`config.mk`:
```
export PLATFORM = sky130hd
export DESIGN_NAME = alu_seq
export DESIGN_NICKNAME = d
export VERILOG_FILES = /design/src/rtl/alu_pkg.sv /design/src/rtl/alu_iter.sv /design/src/rtl/alu_seq.sv
export SDC_FILE = /design/constraint.sdc
export NUM_CORES = 1
export LEC_CHECK = 0
export ABC_AREA = 1
export CAP_MARGIN = 20
export CELL_PAD_IN_SITES_DETAIL_PLACEMENT = 0
export CELL_PAD_IN_SITES_GLOBAL_PLACEMENT = 2
export CORE_ASPECT_RATIO = 0.6
export CORE_UTILIZATION = 36
export CTS_CLUSTER_SIZE = 14
export DETAILED_ROUTE_END_ITERATION = 16
export PLACE_DENSITY = 0.93
export SYNTH_ARGS = -nofsm -noshare
export SYNTH_HDL_FRONTEND = slang
export SYNTH_HIERARCHICAL = 1
export SYNTH_SLANG_ARGS = --single-unit
```
`constraint.sdc`:
```
create_clock -name clk -period 6.6 [get_ports clk]
set_clock_uncertainty 0.05 [all_clocks]
set_input_delay 0.66 -clock clk [delete_from_list [all_inputs] [get_ports clk]]
set_output_delay 0.66 -clock clk [all_outputs]
set_load 0.03 [all_outputs]
```
`src/rtl/alu_pkg.sv`:
```
// alu_pkg: operation encodings, flag bit indices and FSM states shared by alu_seq
package alu_pkg;
   localparam logic [7:0] OP_AND = 8'h01, OP_OR = 8'h02, OP_XOR = 8'h03, OP_NOT = 8'h04;
   localparam logic [7:0] OP_ADD = 8'h05, OP_ADDU = 8'h06, OP_ALSH = 8'h07, OP_ARSH = 8'h08;
   localparam logic [7:0] OP_SUB = 8'h09, OP_ADDC = 8'h0A, OP_MUL = 8'h0B, OP_LSH = 8'h0C;
   localparam logic [7:0] OP_MOV = 8'h0D, OP_RSH = 8'h0E, OP_SHN = 8'h0F;
   localparam logic [7:0] OP_CMP = 8'h30, OP_ADDI = 8'h50, OP_ADDUI = 8'h60, OP_MOVI = 8'h80;
   localparam logic [7:0] OP_SUBI = 8'h90, OP_CMPI = 8'hB0, OP_RSHI = 8'hE0;
   localparam int FC = 4, FL = 3, FF = 2, FZ = 1, FN = 0;
   typedef enum logic [1:0] {IDLE, MULT, SHIFT} state_t;
   function automatic logic add_ovf(input logic a, input logic b, input logic s);
      return (~a & ~b & s) | (a & b & ~s);
   endfunction
endpackage

```
`src/rtl/alu_iter.sv`:
```
// alu_iter: iterative shift-add multiplier and one-bit-per-cycle shifter; the first step happens on start
module alu_iter #(
   parameter int WIDTH = 16,
   parameter int SHW = $clog2(WIDTH)
) (
   input  logic             clk,
   input  logic             reset_n,
   input  logic             start,
   input  logic             mul,
   input  logic             right,
   input  logic [WIDTH-1:0] a,
   input  logic [WIDTH-1:0] b,
   input  logic [SHW-1:0]   amt,
   output logic             done,
   output logic [WIDTH-1:0] res,
   output logic             hi_nz
);
   logic [2*WIDTH-1:0] acc, mcand;
   logic [WIDTH-1:0] mplier;
   logic [SHW:0] cnt;
   logic mul_q, right_q;
   always_ff @(posedge clk or negedge reset_n)
      if (!reset_n) begin
         acc <= '0;
         mcand <= '0;
         mplier <= '0;
         cnt <= '0;
         mul_q <= 1'b0;
         right_q <= 1'b0;
      end else if (start) begin
         acc <= mul ? (b[0] ? {{WIDTH{1'b0}}, a} : '0) : right ? {{WIDTH{1'b0}}, a >> 1} : {{WIDTH{1'b0}}, a} << 1;
         mcand <= {{WIDTH{1'b0}}, a} << 1;
         mplier <= b >> 1;
         cnt <= mul ? (SHW+1)'(WIDTH-1) : {1'b0, amt} - (SHW+1)'(1);
         mul_q <= mul;
         right_q <= right;
      end else if (cnt != '0) begin
         cnt <= cnt - (SHW+1)'(1);
         mcand <= mcand << 1;
         mplier <= mplier >> 1;
         acc <= mul_q ? acc + (mplier[0] ? mcand : '0) : right_q ? acc >> 1 : acc << 1;
      end
   assign done = cnt == '0;
   assign res = acc[WIDTH-1:0];
   assign hi_nz = |acc[2*WIDTH-1:WIDTH];
endmodule

```
`src/rtl/alu_seq.sv`:
```
// alu_seq: handshaked ALU with registered result, persistent carry and iterative MUL/SHN
module alu_seq import alu_pkg::*; #(
   parameter int WIDTH = 16,
   parameter int SHW = $clog2(WIDTH)
) (
   input  logic             clk,
   input  logic             reset_n,
   input  logic             in_valid,
   output logic             in_ready,
   input  logic [WIDTH-1:0] A,
   input  logic [WIDTH-1:0] B,
   input  logic [3:0]       opcode,
   input  logic [3:0]       opext,
   output logic             out_valid,
   input  logic             out_ready,
   output logic [WIDTH-1:0] S,
   output logic [4:0]       CLFZN,
   output logic             carry_q
);
   localparam int M = WIDTH - 1;
   state_t state_q, state_d;
   logic [7:0] op;
   logic [WIDTH:0] add_r, adc_r, sub_r;
   logic [WIDTH-1:0] s_c, s_d, res;
   logic [4:0] f_c, f_d;
   logic cw, accept, out_free, load, start, is_mul, multi, done, hi_nz;
   // immediate forms fold onto their register-form encodings
   assign op = opcode == 4'h0 ? {opcode, opext} :
               opcode == OP_ADDI[7:4] ? OP_ADD :
               opcode == OP_ADDUI[7:4] ? OP_ADDU :
               opcode == OP_SUBI[7:4] ? OP_SUB :
               (opcode == OP_CMP[7:4] || opcode == OP_CMPI[7:4]) ? OP_CMP :
               opcode == OP_MOVI[7:4] ? OP_MOV :
               opcode == OP_RSHI[7:4] ? OP_RSH : 8'h00;
   assign add_r = {1'b0, A} + {1'b0, B};
   assign adc_r = add_r + {{WIDTH{1'b0}}, carry_q};
   assign sub_r = {1'b0, A} - {1'b0, B};
   assign is_mul = op == OP_MUL;
   assign multi = is_mul | (op == OP_SHN & |B[SHW-1:0]);
   assign out_free = ~out_valid | out_ready;
   assign in_ready = state_q == IDLE & out_free;
   assign accept = in_valid & in_ready;
   always_comb begin
      s_c = '0;
      f_c = '0;
      cw = 1'b0;
      case (op)
         OP_ADD: begin
            s_c = add_r[M:0];
            f_c[FC] = add_r[WIDTH];
            f_c[FF] = add_ovf(A[M], B[M], add_r[M]);
            cw = 1'b1;
         end
         OP_ADDC: begin
            s_c = adc_r[M:0];
            f_c[FC] = adc_r[WIDTH];
            f_c[FF] = add_ovf(A[M], B[M], adc_r[M]);
            cw = 1'b1;
         end
         OP_ADDU: begin
            s_c = add_r[M:0];
            f_c[FC] = add_r[WIDTH];
            f_c[FF] = add_r[WIDTH];
            cw = 1'b1;
         end
         OP_SUB: begin
            s_c = sub_r[M:0];
            f_c[FC] = sub_r[WIDTH];
            f_c[FF] = (A[M] != B[M]) & (sub_r[M] == B[M]);
            cw = 1'b1;
         end
         OP_CMP: f_c = {1'b0, A > B, 1'b0, A == B, $signed(A) > $signed(B)};
         OP_AND: s_c = A & B;
         OP_OR: s_c = A | B;
         OP_XOR: s_c = A ^ B;
         OP_NOT: s_c = ~A;
         OP_LSH, OP_ALSH: s_c = A << 1;
         OP_RSH: s_c = A >> 1;
         OP_ARSH: s_c = {A[M], A[M:1]};
         OP_MOV, OP_SHN: s_c = A;
         default: ;
      endcase
   end
   always_comb begin
      state_d = state_q;
      start = 1'b0;
      load = 1'b0;
      s_d = s_c;
      f_d = f_c;
      case (state_q)
         IDLE: if (accept) begin
            start = multi;
            load = ~multi;
            state_d = multi ? (is_mul ? MULT : SHIFT) : IDLE;
         end
         default: if (done & out_free) begin
            load = 1'b1;
            s_d = res;
            f_d = {state_q == MULT & hi_nz, 4'b0};
            state_d = IDLE;
         end
      endcase
   end
   always_ff @(posedge clk or negedge reset_n)
      if (!reset_n) state_q <= IDLE;
      else state_q <= state_d;
   always_ff @(posedge clk or negedge reset_n)
      if (!reset_n) begin
         S <= '0;
         CLFZN <= '0;
         out_valid <= 1'b0;
         carry_q <= 1'b0;
      end else begin
         if (load) begin
            S <= s_d;
            CLFZN <= f_d;
         end
         out_valid <= load | (out_valid & ~out_ready);
         if (accept & cw) carry_q <= f_c[FC];
      end
   alu_iter #(.WIDTH(WIDTH), .SHW(SHW)) u_iter (
      .clk(clk), .reset_n(reset_n), .start(start), .mul(is_mul), .right(B[M]),
      .a(A), .b(B), .amt(B[SHW-1:0]), .done(done), .res(res), .hi_nz(hi_nz)
   );
endmodule

```
==> flow_metrics.py <==
metrics = {
    "pwr": {
        "power-per-cell-area_nw_per_um2": 246,
        "seqPwrFrac_pct": 32.6,
        "internal_power_mw": 1.68,
        "netSwitchingFraction_pct": 49.1,
        "p_comb_share_pct": 50.2,
        "p_clk_share_pct": 17.2,
        "leakage_nw": 7.00,
        "ir_drop_uv": 193,
        "p_sw_mw": 1.62,
    },
    "critical_path": {
        "r2r_cells": 10,
        "path_class": "input port to register",
        "cp_data_required_time_ps": 6840,
        "worst_setup_path_start_kind": "input port",
        "cp.arrival_ps": 4900,
        "worstPathMaxFanout": 42,
        "worstSetupEndpointType": "register",
    },
    "clock_network": {
        "numCtsBuffers": 9,
        "hold_buffers": 0,
        "cts_tree": "built",
        "cts.sink_count": 110,
        "clk_pin_slew_worst_paths_ps": 90,
        "cts_setup_buffers": 0,
        "worstSkewPairLatency_ps": 380,
        "clockBufferDepth": 2,
        "htreeDepth": 3,
        "ctsResizeCount": 0,
        "root_buffer": "clkbuf_16",
    },
    "global_routing": {
        "grt_pass1_wl_um": 75800,
        "grt_pass1_vias": 12000,
        "antenna_found_initial": 1,
        "grt_max_degree": 57,
        "grtUsageTotal_pct": 29.0,
        "overflow": 0,
    },
    "final_layout": {
        "final_area_um2": 13400,
        "antenna_cells": 0,
        "syn_to_final_growth_pct": 9.52,
        "fin_nets": 2176,
        "mostFrequentLayoutCells": "nand2_1 (632), inv_1 (335), nor2_1 (170), a21oi_1 (156), nand3_1 (126)",
        "utilization_pct": 40.7,
        "drive_gt1_share_pct": 4.44,
        "final_common_cell": "nand2_1",
        "fillers": 3658,
        "final_cells": 2498,
    },
    "route": {
        "drt_iter0_markers": 1772,
        "vias_per_cell": 5.42,
        "antenna_left": 0,
        "drc": 0,
        "routed_wl_um": 51300,
        "routedWlPerCell_um": 20.5,
        "firstDrtPassIters": 6,
        "vias": 13500,
    },
    "sta": {
        "fmax_mhz": 215,
        "rsz0062_at_grt": "no",
        "fin_tns_setup_ps": 0,
        "period_needed_ps": 4660,
        "fin_crit_sh_pct": 70.5,
        "hold_viol": 0,
        "setup_violations": 0,
        "worst_pin_slew_ps": 1010,
        "slew_headroom_pct": 32.3,
        "drv_slew": 0,
        "worst_slack_ps": 1940,
    },
    "place": {
        "pre_cts_slack_ps": 1720,
        "dpl_cell_area_um2": 13100,
        "io_buffer_count": 67,
        "dp_hpwl_um": 41300,
        "place_inst": 2482,
        "gp_congestion": 0.993,
    },
    "logic_synthesis": {
        "synth.avg_cell_area_um2": 6.03,
        "syn_nets": 2167,
        "synth-async-reset-ratio_pct": 100,
        "synthCells": 2034,
        "ys_seq_elements": 110,
        "synth_cell_types": 59,
        "yosys_warnings": 6,
        "synth-main-ff-cell": "dfrtp_1",
        "synth.cell_area_um2": 12300,
        "synth_edf_count": 0,
        "ys_seq_area_share_pct": 22.4,
    },
    "floorplanning": {
        "io_pins": 68,
        "die_w_um": 240,
        "coreArea_um2": 33000,
        "start_util_pct": 37.2,
        "rows": 51,
        "die_h_um": 145,
        "dieArea_um2": 34800,
    },
    "run": {
        "max-cap-violations": 0,
    },
    "run_status": {
        "status": "completed",
    },
    "min_path": {
        "hold_class": "input port to asynchronous set/reset pin",
    },
}
worst max-delay path: stages:
cell             delay [ps]
clkdlybuf4s50_1         480
nor2_2                  160
nand3_2                 130
o21ai_2                 180
inv_2                   130
nor2_1                  230
inv_1                    80
nor2_2                  640
inv_2                   130
a21oi_4                 200
inv_2                   240
nand2_2                 550
inv_2                   510
a31oi_1                 380
nand2_1                  80
o21ai_0                  70
power groups by stage:
stage	clock [mW]	combinational (mW)	sequential, mW
floorplan	0	1.04	1.12
global placement	0	1.61	1.08
detailed placement	0	1.62	1.08
CTS	0.576	1.62	1.07
global route	0.600	1.82	1.10
finish	0.567	1.65	1.08
state kept, by name, summed over array words and instances (netlist names):
register	flops
S	16
u_iter/mul_q	1
state_q	2
u_iter/mcand	31
u_iter/mplier	15
CLFZN	5
u_iter/acc	32
u_iter/right_q	1
out_valid	1
u_iter/cnt	5
carry_q	1
final cells by class:
type	count	area (µm²)	share of cell area (%)
Sequential cell	110	2750	20.5
Tap cell	450	563	4.19
Multi-Input combinational cell	1491	7730	57.6
Timing Repair Buffer	79	758	5.65
Inverter	352	1320	9.84
Clock inverter	7	75.1	0.559
Clock buffer	9	225	1.68
per-layer routing:
metal | up-vias | track usage (%) | wire (µm)
li1 | 6526 | - | -
met1 | 6283 | 47.7 | 26000
met2 | 707 | 33.2 | 17500
met3 | 28 | 13.0 | 7550
met4 | 2 | 2.80 | 259
met5 | - | 0 | 13
metrics by stage:
| step | hold slack [ps] | power (mW) |
|---|---|---|
| 4_1_cts | 317 | 3.27 |
| 3_5_place_dp | 430 | 2.70 |
| 3_3_place_gp | 427 | 2.69 |
| 5_1_grt | 333 | 3.52 |
| 6_report | 277 | 3.30 |
| 2_1_floorplan | 314 | 2.16 |
synthesized netlist by cell type, drive strengths merged (2+ instances only):
cell type  instances  area (µm²)
a211oi             4        30.0
a21boi             2        15.0
a21o               4        30.0
a21oi            157         786
a221oi             3        26.3
a22oi              4        30.0
a31oi             11        83.8
a32o               2        20.0
and2               6        37.5
buf               63         402
clkbuf            18        67.6
clkinv             2        7.51
dfrtp            110        2750
fa                 3        60.1
ha                86        1080
inv              350        1310
nand2            640        2440
nand3            132         691
nand3b             5        37.5
nand4             21         131
nor2             187         786
nor3              14        81.3
nor4               4        25.0
o2111ai            4        35.0
o211ai            10        85.1
o21a               2        15.0
o21ai            106         549
o21bai             5        41.3
o221ai            26         228
o22ai             30         188
o31ai              2        15.0
or2                5        33.8
xnor2              3        26.3
xor2               6        52.6
path summary, 6_finish.rpt:
check / startpoint / endpoint / slack (ps)
setup / recovery: opcode[1] / u_iter/acc[11] / 1940
hold / removal: reset_n / u_iter/acc[4] / 280
setup reg to reg: out_valid / u_iter/acc[11] / 3240
hold reg to reg: CLFZN[0] / CLFZN[0] / 450
max in group asynchronous: reset_n / u_iter/acc[24] / 4920
min in group clk: CLFZN[0] / CLFZN[0] / 450
logic make-up after synthesis:
kind of cell	synth area share [%]
AOI/OAI and AO/OA	18.2
xor gates and xnor gates	0.643
adders and majority gates	9.26
buffers and inverters	14.6
DFF	22.4
and+or+nand+nor	34.8
Note: power is estimated with default switching activity, not from simulation.
